`src/rtl/uart_pkg.sv`:
```
`default_nettype none
// ============================================================================
// Module      : uart_pkg
// Description : Definitions shared by the UART TX/RX buffering blocks.
//               Holds the launch FSM state encoding and the default
//               payload width.
// Revision    : 1.0 - initial release
// ============================================================================
package uart_pkg;

  // Default payload width. Kept equal to the uart_tx PAYLOAD_BITS.
  localparam int unsigned UART_DATA_BITS = 8;

  // Launch FSM state encoding
  localparam logic [1:0] ST_IDLE    = 2'd0;
  localparam logic [1:0] ST_WAIT_HI = 2'd1;
  localparam logic [1:0] ST_WAIT_LO = 2'd2;

endpackage : uart_pkg
`default_nettype wire

```
`src/rtl/sync_fifo.sv`:
```
`default_nettype none
// ============================================================================
// Module      : sync_fifo
// Description : Single-clock FIFO built from a register array. It has
//               separate read/write pointers that wrap modulo DEPTH and an
//               explicit occupancy counter. The full and empty flags are
//               decoded from the counter only, so they have no
//               combinational path from push or pop.
// Ports       : clk, rst     - clock, asynchronous active-high reset
//               push         - write request (dropped when full or flushing)
//               wr_data      - data to write
//               pop          - read request (ignored when empty or flushing)
//               flush        - synchronous clear of all queued entries
//               rd_data      - head entry (valid while !empty)
//               full, empty  - occupancy flags
//               level        - occupancy count, 0..DEPTH
// Revision    : 1.0 - initial release
// ============================================================================
module sync_fifo #(
  parameter int unsigned DEPTH = 16,  // power of two, >= 2
  parameter int unsigned WIDTH = 8
) (
  input  logic                     clk,
  input  logic                     rst,
  input  logic                     push,
  input  logic [WIDTH-1:0]         wr_data,
  input  logic                     pop,
  input  logic                     flush,
  output logic [WIDTH-1:0]         rd_data,
  output logic                     full,
  output logic                     empty,
  output logic [$clog2(DEPTH):0]   level
);

  localparam int unsigned AW = $clog2(DEPTH);
  localparam int unsigned LW = AW + 1;

  logic [WIDTH-1:0] r_mem [DEPTH];
  logic [AW-1:0]    r_wr_ptr;
  logic [AW-1:0]    r_rd_ptr;
  logic [LW-1:0]    r_level;
  logic             w_do_push;
  logic             w_do_pop;

  assign full  = (r_level == LW'(DEPTH));
  assign empty = (r_level == '0);
  assign level = r_level;

  // A flush wins over both push and pop in the same cycle. A pop does not
  // make room for a push in the same cycle, because full is a registered
  // state flag.
  assign w_do_push = push && !full && !flush;
  assign w_do_pop  = pop && !empty && !flush;

  assign rd_data = r_mem[r_rd_ptr];

  // The storage has no reset. Entries are only read after they are written.
  always_ff @(posedge clk) begin
    if (w_do_push) begin
      r_mem[r_wr_ptr] <= wr_data;
    end
  end

  always_ff @(posedge clk or posedge rst) begin
    if (rst) begin
      r_wr_ptr <= '0;
      r_rd_ptr <= '0;
      r_level  <= '0;
    end else if (flush) begin
      r_wr_ptr <= '0;
      r_rd_ptr <= '0;
      r_level  <= '0;
    end else begin
      if (w_do_push) begin
        r_wr_ptr <= r_wr_ptr + AW'(1);
      end
      if (w_do_pop) begin
        r_rd_ptr <= r_rd_ptr + AW'(1);
      end
      case ({w_do_push, w_do_pop})
        2'b10:   r_level <= r_level + LW'(1);
        2'b01:   r_level <= r_level - LW'(1);
        default: r_level <= r_level;
      endcase
    end
  end

endmodule : sync_fifo
`default_nettype wire

```
`src/rtl/uart_tx_fifo.sv`:
```
`default_nettype none
// ============================================================================
// Module      : uart_tx_fifo
// Description : Byte queue between the mem_ctl UART TX register path and the
//               uart_tx serializer. Queued bytes are launched one frame at a
//               time over the uart_tx en/busy handshake.
// Ports       : clk, rst      - clock, asynchronous active-high reset
//               wr_en/wr_data - push request and byte from mem_ctl
//               flush         - drop all queued (not yet launched) bytes
//               full, empty   - queue flags
//               level         - queued byte count, 0..DEPTH
//               idle          - drain complete (empty, FSM idle, busy low)
//               uart_tx_en    - one-cycle launch pulse to uart_tx
//               uart_tx_data  - launched byte, held until the next launch
//               uart_tx_busy  - serializer busy
//               overflow      - sticky dropped-push flag    (stats build)
//               tx_count      - wrapping launched-frame count (stats build)
// Options     : define UART_TX_FIFO_STATS_EN to add overflow and tx_count.
// Revision    : 1.0 - initial release
// ============================================================================
module uart_tx_fifo
  import uart_pkg::*;
#(
  parameter int unsigned DEPTH     = 16,
  parameter int unsigned DATA_BITS = UART_DATA_BITS,
  parameter int unsigned BUSY_WAIT = 4
) (
  input  logic                   clk,
  input  logic                   rst,
  input  logic                   wr_en,
  input  logic [DATA_BITS-1:0]   wr_data,
  input  logic                   flush,
  output logic                   full,
  output logic                   empty,
  output logic [$clog2(DEPTH):0] level,
  output logic                   idle,
  output logic                   uart_tx_en,
  output logic [DATA_BITS-1:0]   uart_tx_data,
  input  logic                   uart_tx_busy
`ifdef UART_TX_FIFO_STATS_EN
  ,
  output logic                   overflow,
  output logic [15:0]            tx_count
`endif
);

  localparam int unsigned CW = $clog2(BUSY_WAIT) + 1;

  logic [1:0]           r_state;
  logic [1:0]           w_next_state;
  logic [CW-1:0]        r_wait_cnt;
  logic [DATA_BITS-1:0] r_data_hold;
  logic [DATA_BITS-1:0] w_head;
  logic                 w_empty;
  logic                 w_full;
  logic                 w_launch;

  sync_fifo #(
    .DEPTH (DEPTH),
    .WIDTH (DATA_BITS)
  ) u_fifo (
    .clk     (clk),
    .rst     (rst),
    .push    (wr_en),
    .wr_data (wr_data),
    .pop     (w_launch),
    .flush   (flush),
    .rd_data (w_head),
    .full    (w_full),
    .empty   (w_empty),
    .level   (level)
  );

  assign full  = w_full;
  assign empty = w_empty;

  // State register, wait counter and launched-byte hold register
  always_ff @(posedge clk or posedge rst) begin
    if (rst) begin
      r_state     <= ST_IDLE;
      r_wait_cnt  <= '0;
      r_data_hold <= '0;
    end else begin
      r_state <= w_next_state;
      if (w_launch) begin
        r_wait_cnt  <= '0;
        r_data_hold <= w_head;
      end else if (r_state == ST_WAIT_HI && !uart_tx_busy) begin
        r_wait_cnt <= r_wait_cnt + CW'(1);
      end
    end
  end

  // Next-state logic
  always_comb begin
    w_next_state = r_state;
    case (r_state)
      ST_IDLE: begin
        if (w_launch) begin
          w_next_state = ST_WAIT_HI;
        end
      end
      ST_WAIT_HI: begin
        // Fall back to IDLE if busy never rises, so a missed handshake
        // cannot stall the queue.
        if (uart_tx_busy) begin
          w_next_state = ST_WAIT_LO;
        end else if (r_wait_cnt == CW'(BUSY_WAIT - 1)) begin
          w_next_state = ST_IDLE;
        end
      end
      ST_WAIT_LO: begin
        if (!uart_tx_busy) begin
          w_next_state = ST_IDLE;
        end
      end
      default: w_next_state = ST_IDLE;
    endcase
  end

  // Output logic. The launch is decided in the same cycle that the head
  // becomes visible. The head is forwarded straight to uart_tx_data on that
  // cycle, which gives one-cycle push-to-launch latency without bypassing
  // storage. A same-cycle flush blocks the pop.
  always_comb begin
    w_launch     = (r_state == ST_IDLE) && !w_empty && !uart_tx_busy && !flush;
    uart_tx_en   = w_launch;
    uart_tx_data = w_launch ? w_head : r_data_hold;
    idle         = w_empty && (r_state == ST_IDLE) && !uart_tx_busy;
  end

`ifdef UART_TX_FIFO_STATS_EN
  logic        r_overflow;
  logic [15:0] r_tx_count;

  always_ff @(posedge clk or posedge rst) begin
    if (rst) begin
      r_overflow <= 1'b0;
      r_tx_count <= '0;
    end else begin
      if (flush) begin
        r_overflow <= 1'b0;
      end else if (wr_en && w_full) begin
        r_overflow <= 1'b1;
      end
      if (w_launch) begin
        r_tx_count <= r_tx_count + 16'd1;
      end
    end
  end

  assign overflow = r_overflow;
  assign tx_count = r_tx_count;
`endif

endmodule : uart_tx_fifo
`default_nettype wire

```
`config.mk`:
```
export PLATFORM = sky130hd
export DESIGN_NAME = uart_tx_fifo
export DESIGN_NICKNAME = d
export VERILOG_FILES = /design/src/rtl/uart_pkg.sv /design/src/rtl/sync_fifo.sv /design/src/rtl/uart_tx_fifo.sv
export SDC_FILE = /design/constraint.sdc
export NUM_CORES = 1
export LEC_CHECK = 0
export CORE_AREA = 2 2 113 115
export DETAILED_ROUTE_END_ITERATION = 10
export DIE_AREA = 0 0 115 117
export GPL_TIMING_DRIVEN = 1
export HOLD_SLACK_MARGIN = 0.12
export PLACE_DENSITY = 0.74
export SLEW_MARGIN = 10
export SYNTH_ARGS = -nofsm -noshare
export SYNTH_HDL_FRONTEND = slang
export SYNTH_HIERARCHICAL = 1
export SYNTH_SLANG_ARGS = --single-unit
```
`constraint.sdc`:
```
create_clock -name clk -period 3.43 [get_ports clk]
set_clock_uncertainty 0.2 [all_clocks]
set_input_delay 0.686 -clock clk [delete_from_list [all_inputs] [get_ports clk]]
set_output_delay 0.686 -clock clk [all_outputs]
set_load 0.02 [all_outputs]
```
Word level (Yosys, flattened, before mapping):

Memories as Yosys holds them, arrays and structs flattened.
Cells that the tools add are included.

* add/sub/neg operators: 5
* eq/ne operators: 9
* mux-type cells: 16
* reduce and logical (&&, ||, !) cells: 21

Operators by type and width (count)
* 4-bit two-way mux: 4
* 1-bit logical AND: 10
* 5-bit one-hot mux with 2 select lines: 1
* 4-bit by 1-bit adder with 4-bit output (second input constant): 2
* 2-bit two-way mux: 4
* 8-bit two-way mux: 1
* 3-bit two-way mux: 2
* 2-bit one-hot mux with 3 select lines: 1
* 2-bit nonzero test: 3
* 5-bit by 1-bit adder with 5-bit output (second input constant): 1
* 5-bit == test (second input constant): 1
* 5-bit logical NOT: 1
* 5-bit two-way mux: 1
* 5-bit by 1-bit subtractor with 5-bit output (second input constant): 1
* 2-bit by 1-bit == test with 1-bit output (second input constant): 2
* 2-bit == test (second input constant): 2
* 1-bit logical NOT: 4
* 3-bit by 1-bit adder with 3-bit output (second input constant): 1
* 3-bit by 2-bit == test with 1-bit output (second input constant): 1
* 3-bit by 2-bit inequality test with 1-bit output (second input constant): 1
* 3-bit AND reduction: 1
* 3-bit nonzero test: 1
* 2-bit logical NOT: 1
* 1-bit two-way mux: 2
* 2 further kinds: 2

* bits in registers: 26
* memory bits (writable): 128
* word-level logic and storage cells: 58
* memories kept: 1

Memory list
* u_fifo.r_mem: words 16, bits a word 8, rd ports 1, clocked after Yosys merged registers in 0, wr ports 1, line sync_fifo.sv:38 `logic [WIDTH-1:0] r_mem [DEPTH];`

Depth between registers and ports, before layout:

Gate-level depths: netlist of run 1.

* depth in word-level cells: 10
* mapped depth: 16
* depth with buffers taken out: 13

Modules after synthesis:

The synthesis of run 1 kept the hierarchy.

By module, submodules not included
* sync_fifo: times used 1, cells an instance 299, area each 5923.2 um2
* uart_tx_fifo: times used 1, cells an instance 42, area each 581.8 um2

Least setup slack after synthesis of run 1:

No wires, ideal clock.

* path type: reg-to-reg
* start: register u_fifo.r_level[4] (netlist: u_fifo/level[4])
* end: register u_fifo.r_level[4] (netlist: u_fifo/level[4])
* data arrival time: 3.780 ns
* data required time: 3.148 ns
* slack: -0.632 ns
* cell stages (with the launch flop): 17
* period minus slack after synthesis: 4.062 ns
* cells stage by stage: dfrtp_1 clkbuf_1 inv_1 nand2_1 inv_1 or3_1 buf_6 inv_1 buf_1 o21ai_2 or3b_4 inv_2 ha_1 nor2b_1 o22a_1 a211o_1 a31oi_1

* cells in the longest elaborated chain, start to end: 10

RTL lines
* from (decl): line sync_fifo.sv:41 `logic [LW-1:0] r_level;`
* from (signal assigned): line sync_fifo.sv:81 `2'b10: r_level <= r_level + LW'(1);`
* from (signal assigned): line sync_fifo.sv:82 `2'b01: r_level <= r_level - LW'(1);`
* from (signal assigned): line sync_fifo.sv:83 `default: r_level <= r_level;`
* 5-bit logical NOT (*): line sync_fifo.sv:46 `assign empty = (r_level == '0);`
* net empty: line uart_tx_fifo.sv:34 `output logic empty,`
* 1-bit logical NOT (*): line uart_tx_fifo.sv:126 `w_launch = (r_state == ST_IDLE) && !w_empty && !uart_tx_busy && !flush;`
* 1-bit logical AND (*) (3 in series): line uart_tx_fifo.sv:126
* net uart_tx_en: line uart_tx_fifo.sv:37 `output logic uart_tx_en,`
* 1-bit logical AND (*) (2 in series): line sync_fifo.sv:53 `assign w_do_pop = pop && !empty && !flush;`
* 2-bit by 1-bit == test with 1-bit output / 2-bit == test (equally long branches): line sync_fifo.sv:80 `case ({w_do_push, w_do_pop})`
* 5-bit one-hot mux with 2 select lines: line sync_fifo.sv:80
* 5-bit two-way mux: line sync_fifo.sv:69 `end else if (flush) begin`

The timed path passes the listed nets; every way through them passes the cells marked *.
A chain may end at the register's enable or synchronous reset.

Final worst setup path of run 1:

* start: register u_fifo.r_rd_ptr[0]
* end: output uart_tx_data[1]

* cells in the longest elaborated chain, start to end: 2

RTL lines
* from (decl): line sync_fifo.sv:40 `logic [AW-1:0] r_rd_ptr;`
* from (signal assigned): line sync_fifo.sv:78 `r_rd_ptr <= r_rd_ptr + AW'(1);`
* memory read 16 x 8 bit
* net w_head[1]: line uart_tx_fifo.sv:53 `logic [DATA_BITS-1:0] w_head;`
* 8-bit two-way mux
* to (decl): line uart_tx_fifo.sv:38 `output logic [DATA_BITS-1:0] uart_tx_data,`

The timed path passes the listed nets, and every way through them passes these cells.

==> results of run 1 <==
==> layout by cell type (no fill, tap or decap), types with 3 or more instances in the layout <==
cell type / count
sky130_fd_sc_hd__mux4_1: 10
sky130_fd_sc_hd__edfxtp_1: 128
sky130_fd_sc_hd__bufinv_16: 5
sky130_fd_sc_hd__buf_6: 12
sky130_fd_sc_hd__nand2_1: 7
sky130_fd_sc_hd__buf_12: 5
sky130_fd_sc_hd__buf_4: 32
sky130_fd_sc_hd__clkinv_4: 3
sky130_fd_sc_hd__ha_1: 9
sky130_fd_sc_hd__xnor2_1: 3
sky130_fd_sc_hd__mux2_4: 9
sky130_fd_sc_hd__inv_1: 12
sky130_fd_sc_hd__dfrtp_1: 24
sky130_fd_sc_hd__inv_6: 3
sky130_fd_sc_hd__mux2i_1: 5
sky130_fd_sc_hd__clkbuf_16: 17
sky130_fd_sc_hd__mux4_2: 30
sky130_fd_sc_hd__nor2_1: 35
sky130_fd_sc_hd__buf_16: 3
sky130_fd_sc_hd__clkdlybuf4s50_1: 19
sky130_fd_sc_hd__xor2_1: 5
==> registers in the layout, summed over array words and instances (netlist names) <==
signal,cells
u_fifo/r_mem,128
r_data_hold,8
u_fifo/level,5
u_fifo/r_rd_ptr,4
u_fifo/r_wr_ptr,4
r_wait_cnt,3
r_state,2
==> power by group <==
group          internal [mW]  leakage [nW]  switching (mW)
Sequential              2.12          1.49          0.0491
Clock                   1.29         0.312           0.723
Combinational          0.365          1.11           0.328
Total                   3.77          2.92            1.10
==> stage by stage <==
stage / instances / power [mW]
2_1_floorplan: 341 / 2.57
3_3_place_gp: 536 / 2.79
3_5_place_dp: 536 / 2.82
4_1_cts: 579 / 4.91
5_1_grt: 579 / 5.05
6_report: 579 / 4.87
==> worst max-delay path: stages, from the launching register on <==
cell	delay, ns
sky130_fd_sc_hd__dfrtp_2	0.54
sky130_fd_sc_hd__buf_12	0.17
sky130_fd_sc_hd__buf_16	0.12
sky130_fd_sc_hd__mux4_2	0.51
sky130_fd_sc_hd__mux4_2	0.49
sky130_fd_sc_hd__mux2_4	0.31
sky130_fd_sc_hd__buf_6	0.14
==> metal layers <==
| layer | wire length, µm | track usage | share of wire | vias to the layer above |
|---|---|---|---|---|
| met1 | 5550 | 0.256 | 0.43 | 1727 |
| met2 | 6610 | 0.343 | 0.51 | 107 |
| li1 | - | - | - | 1502 |
| met4 | 204 | 0.0739 | 0.016 | 0 |
| met3 | 604 | 0.0577 | 0.047 | 14 |
| met5 | 0 | 0 | 0 | - |
==> final timing paths <==
| path | to | slack (ns) | cells after the start |
|---|---|---|---|
| min in group asynchronous | r_data_hold[2]$_DFF_PP0_ | 0.43 | 2 |
| setup / recovery | uart_tx_data[1] | -0.15 | 6 |
| setup reg to reg | u_fifo/level[4]$_DFFE_PP0P_ | 0.24 | 13 |
| hold reg to reg | r_data_hold[5]$_DFF_PP0_ | 0.31 | 1 |
| hold / removal | r_data_hold[5]$_DFF_PP0_ | 0.31 | 1 |
| max in group asynchronous | u_fifo/level[4]$_DFFE_PP0P_ | 2.20 | 2 |
==> cell type report <==
class,instances,area [µm²]
multi-input combinational,157,1880
clock buffer,17,425
inverter,14,58.8
fill,826,4280
tap,150,188
timing repair buffer,73,769
clock inverter,14,219
sequential,154,4500
==> kinds of logic (layout without fill, tap and decap cells) <==
group | after synthesis | count (layout) | share of synthesized area
buffers and inverters | 30 | 118 | 0.0246
AOI/OAI and AO/OA | 17 | 17 | 0.0221
DFF | 154 | 154 | 0.691
muxes | 56 | 56 | 0.180
and+or+nand+nor | 65 | 65 | 0.0496
xor gates and xnor gates | 8 | 8 | 0.0108
adders and majority gates | 11 | 11 | 0.0223
==> timing repair <==
item	4_1_cts	5_1_grt
resized for setup	63	4
endpoints found under the setup margin	10	11
setup buffers	9	0
gates cloned	3	0
pin swaps	0	1
==> run summary, run 1 <==
The maximum buffer depth of the clock tree came out at 2. The number of failing setup endpoints in the final timing report is 8. After clock tree synthesis, the clock-pin slew on the worst setup and hold paths is 0.06 ns. The kind of critical path is flip-flop to output port. The antenna diode count is 0. The global-route wire length before repair is 19.5 mm. The total congestion overflow came out at 0.

The tree is rooted in a sky130_fd_sc_hd__clkbuf_16. The initialized floorplan defines 41 standard-cell rows. The area fraction of the dominant cell type after synthesis is 0.591. The minimum period implied by the final worst setup slack came out at 3.58 ns. The final reports fail on negative setup slack. The number of unique standard cell types used by synthesis is 50. The TritonCTS buffer count came out at 17.

Buffers inserted to repair hold after CTS numbered 0. The sort of element at the end of the critical path is an output port. The launching element type of the critical path is a flip-flop. The hold violation count in the final report was 0.

Data on the critical path arrives at its endpoint at 2.70 ns. The via count of the first global-routing pass came out at 3459. In this run the standard cell core region covers 12300 µm².

At the end of the flow the core is filled with cells to 0.652. The tightest min-delay check is of the flip-flop to flip-flop type. Data on the critical path is required at its endpoint by 2.54 ns. The worst slew margin relative to its limit came out at 0.417.

The final HPWL from detailed placement came out at 8.09 mm. The worst supply voltage drop on vdd came out at 418 µV. After the last flow step, the layout net total stands at 441. Counting instances in the post-synthesis netlist gives the leading cell types as sky130_fd_sc_hd__edfxtp_1 (128), sky130_fd_sc_hd__nor2_1 (35), sky130_fd_sc_hd__dfrtp_1 (26), sky130_fd_sc_hd__mux4_2 (24), sky130_fd_sc_hd__mux4_1 (16). The share of flip-flops with an asynchronous set or reset after synthesis came out at 0.169. The count of pins over their slew limit came out at 0. During I/O placement, the number of pins put on the boundary was 30. The upper clock frequency limit came out at 279 MHz.

For this configuration, the core starts out at a cell density of 0.528. The Yosys warning count is 6. TritonCTS built the clock tree.

The number of standard cells after synthesis is 341. Before CTS, the worst setup slack after placement is -0.427 ns. The worst hold slack is 0.310 ns.

The total die area is 13500 µm². By area the synthesized netlist is led by sky130_fd_sc_hd__edfxtp_1 (59%), sky130_fd_sc_hd__dfrtp_1 (10%), sky130_fd_sc_hd__mux4_2 (8.3%), sky130_fd_sc_hd__mux4_1 (6.5%), sky130_fd_sc_hd__mux2_4 (2.1%). Measured along the x axis, the die boundary spans 115 µm.

Entering global routing, the biggest net connects 36 pins. The share of final-layout standard cells stronger than drive strength 1 is 0.333. Dividing the detail-routed wire length by the instance count gives 22.4 µm. The number of clock sinks came out at 154. Yosys instantiated no cell more often than sky130_fd_sc_hd__edfxtp_1.

The total routed wirelength came out at 13.0 mm. The area growth from synthesis to final layout is 23.5%. The first detailed-routing pass took 4 iterations.

The worst register-to-register path begins at u_fifo/level[2]$_DFFE_PP0P_. After the first detailed-routing iteration, the DRC count stood at 259. The tool flagged a number of max-cap violations equal to 0. In this run the most critical hold path is launched from r_data_hold[5]$_DFF_PP0_.

The final setup slack of the worst path came out at -0.154 ns. The worst-margin pin slew came out at 0.871 ns. The global-route usage over all layers is 0.204.

Clock latency on the worst-skew pair, taken at its later pin, is 0.42 ns. The number of remaining DRC errors came out at 0. The top flip-flop cell by instance count after synthesis is sky130_fd_sc_hd__edfxtp_1. The critical path starts at u_fifo/r_rd_ptr[0]$_DFFE_PP0P_.

The number of enable-type register cells in the synthesized netlist came out at 128. The port buffer count is 29. The instance area after placement is 7210 µm². The average vias per placed instance is 5.79. The highest net fanout along the worst path is 5. The leakage power is 2.92 nW. Dividing total power by cell area gives a power density of 607 nW/µm².

The post-synthesis average cell area came out at 19.1 µm². The synthesis-stage register bit count is 154. The synthesized area is 6500 µm². The share of the Yosys chip area taken by registers is 0.691. The vias after detailed routing is 3350. The biggest area contributor in the post-synthesis netlist is sky130_fd_sc_hd__edfxtp_1.

The H-tree generated during clock tree synthesis spans 4 levels. The number of nets in the synthesized netlist is 365. The height of the die came out at 117 µm. The total negative slack came out at -1.07 ns. The share of the cycle needed by the critical path after routing came out at 1.04.

The initial antenna violation count came out at 0. The run finished, with violations left. The detail route stage leaves a number of antenna-violating nets equal to 0. Setup repair after global routing could not meet its margin everywhere. Summing all non-filler instances in the final layout gives an area of 8030 µm². At the end of routability-driven placement, the weighted congestion stood at 0.772.
(Power assumes the default switching activity.)
==> inputs of run 2 (changes only) <==
--- a/config.mk
+++ b/config.mk
@@ -16,3 +16,4 @@
 export SYNTH_HDL_FRONTEND = slang
 export SYNTH_HIERARCHICAL = 1
 export SYNTH_SLANG_ARGS = --single-unit
+export TNS_END_PERCENT = 20
==> run summary, run 2 (synthesis results as in run 1) <==
The run finished, with violations left. The final reports fail on negative setup slack. For this run, the detailed router's first-pass iteration total came to 6. The initial utilization of the core area, before any placement, comes to 0.528.

The height of the die is 117 µm. Setup repair after global routing could not meet its margin everywhere. For the pin with the worst max-slew slack, the measured transition is 0.677 ns. The total negative slack came out at -0.155 ns. The analysis attributes to cell leakage a power of 2.76 nW. The flip-flop count of the largest register, all copies and words added is 128. The initial antenna violation count was 0. Measured against its own limit, the worst slew margin works out to 0.548. The number of routed nets with antenna violations is 0. The number of nets in the finished design came out at 435. The clock transition at the registers of the reported paths is 0.06 ns. The source of the worst hold timing path is r_data_hold[1]$_DFF_PP0_. In this run the deepest clock path goes through 2 buffers. The total die area came out at 13500 µm². The register name with the most flops is u_fifo/r_mem. The worst register-to-register path ends at u_fifo/level[4]$_DFFE_PP0P_. The global-route wire length before repair came out at 18.8 mm.

The worst-case IR drop observed on VDD is 357 µV. The area of all placed cells without fillers is 7750 µm². The port buffer count is 29. The minimum period implied by the final worst setup slack is 3.47 ns. Data on the critical path arrives at its endpoint at 2.58 ns.

The count of hold buffers inserted by post-cts repair is 0. After the first detailed-routing iteration, the DRC count stood at 237. The number of remaining DRC errors came out at 0. The final HPWL from detailed placement came out at 7.73 mm. The total power divided by cell area came out at 580 nW/µm². The path with the worst hold slack has its endpoint at r_data_hold[1]$_DFF_PP0_.

The mean routed wirelength per cell is 20.3 µm. The placer congestion estimate came out at 0.801. The sort of element at the end of the critical path is an output port. The total congestion overflow is 0.

In this run the worst path has a maximum fanout of 8. At the worst endpoint, the required time is 2.54 ns. The count of pins over their slew limit is 0. TritonCTS built the clock tree. Counting instances, the worst hold path has a depth of 1. The die extent in x came out at 115 µm. In this run the cell area measured after placement is 7220 µm². In this run the clock root is driven by a sky130_fd_sc_hd__clkbuf_16. Setup violations remaining at the end of the flow were counted as 8. The latest clock arrival within the worst-skew pair came out at 0.41 ns.

The startpoint identified for the worst register-to-register timing path is u_fifo/level[2]$_DFFE_PP0P_. The worst hold path class is flip-flop to flip-flop. The total number of H-tree levels is 4. The register-to-register setup slack came out at 0.31 ns. The share of final-layout standard cells stronger than drive strength 1 is 0.331.

The via count of the first global-routing pass came out at 3305. The max capacitance violation total is 0. Of the available clock period, the critical path in the final layout requires 1.01.

The TritonCTS buffer count is 17. The final setup slack of the worst path came out at -0.0393 ns. The vias after detailed routing is 3230. The kind of critical path is flip-flop to output port. The depth of the most critical reg-to-reg path is 13. The upper clock frequency limit came out at 288 MHz. The average vias per placed instance came out at 5.64. The launching element type of the critical path is a flip-flop.

The number of clock sinks came out at 154. The area growth from synthesis to final layout came out at 19.1%. The total routed wirelength is 11.7 mm. The boundary pin count came out at 30.

On the final layout, the worst hold slack is 0.297 ns. The row count is 41. After filler insertion, the fill cell instance count of the layout stands at 826. The global-route usage over all layers is 0.193. The region available for standard cell placement spans 12300 µm². Leaving out fill and tap cells, the most frequent cells in the layout are sky130_fd_sc_hd__edfxtp_1 (128), sky130_fd_sc_hd__mux4_2 (40), sky130_fd_sc_hd__nor2_1 (35). The library cell used most frequently in the layout, excluding fill and tap cells, is sky130_fd_sc_hd__edfxtp_1.

The hold violation count in the final report is 0. The pin count of the biggest net entering global routing came out at 24. The antenna diode count is 0.
-- run 2: cell count changes in the layout (fill, tap and decap cells not counted), sizes merged, moves of 2 or more --
| cell | delta |
|---|---|
| buf | -6 |
| bufinv | -4 |
| clkinv | +2 |
| clkinvlp | +2 |
-- run 2: metrics by stage --
step                      total power [mW]  instances  worst slack, ns   util
after floorplan                       2.57        341          -0.0909      -
final                                 4.50        573          -0.0393  0.629
after global placement                2.79        541           -0.305  0.587
after CTS                             4.49        573          -0.0768  0.626
after detailed placement              2.81        541           -0.362  0.587
after global routing                  4.67        573          -0.0949  0.629
-- run 2: timing repair --
action	in CTS	in global routing
buffers inserted	1	0
setup endpoints to repair	9	11
resized for setup	60	14
-- run 2: power by group --
| part | internal, mW | switching [mW] | total [mW] |
|---|---|---|---|
| Clock | 0.983 | 0.709 | 1.69 |
| Sequential | 2.12 | 0.0448 | 2.16 |
| Combinational | 0.336 | 0.308 | 0.644 |
| Total | 3.44 | 1.06 | 4.50 |
-- run 2: worst max-delay path: stages, from the launching register on --
cell	delay (ns)
sky130_fd_sc_hd__dfrtp_2	0.51
sky130_fd_sc_hd__buf_12	0.18
sky130_fd_sc_hd__mux4_2	0.55
sky130_fd_sc_hd__mux4_2	0.50
sky130_fd_sc_hd__mux2_4	0.29
sky130_fd_sc_hd__buf_6	0.13
-- run 2: area by class of cell --
cell class              count  area [µm²]  area share
inverters                  14        58.8     0.00759
clock inverters            13         103      0.0132
repair buffers             67         649      0.0838
multi-input cells         157        1820       0.235
clock buffers              18         429      0.0554
flip-flops and latches    154        4500       0.580
well taps                 150         188      0.0242
-- run 2: worst max path at each step --
stage	from	endpoint	slack (ns)	cells after the start
floorplan	uart_tx_busy	u_fifo/level[4]$_DFFE_PP0P_	-0.09	13
global placement	uart_tx_busy	uart_tx_data[4]	-0.30	6
detailed placement	uart_tx_busy	u_fifo/level[4]$_DFFE_PP0P_	-0.36	12
CTS	u_fifo/r_rd_ptr[0]$_DFFE_PP0P_	uart_tx_data[3]	-0.08	5
global route	u_fifo/r_rd_ptr[0]$_DFFE_PP0P_	uart_tx_data[7]	-0.09	5
finish	u_fifo/r_rd_ptr[0]$_DFFE_PP0P_	uart_tx_data[3]	-0.04	5
-- run 2: metal layers --
metal  part of all wire  GRT usage  up-vias
li1                   -          -     1481
met1               0.47      0.279     1664
met2               0.47      0.287       77
met3              0.042     0.0530        8
met4              0.013     0.0699        0
met5                  0          0        -
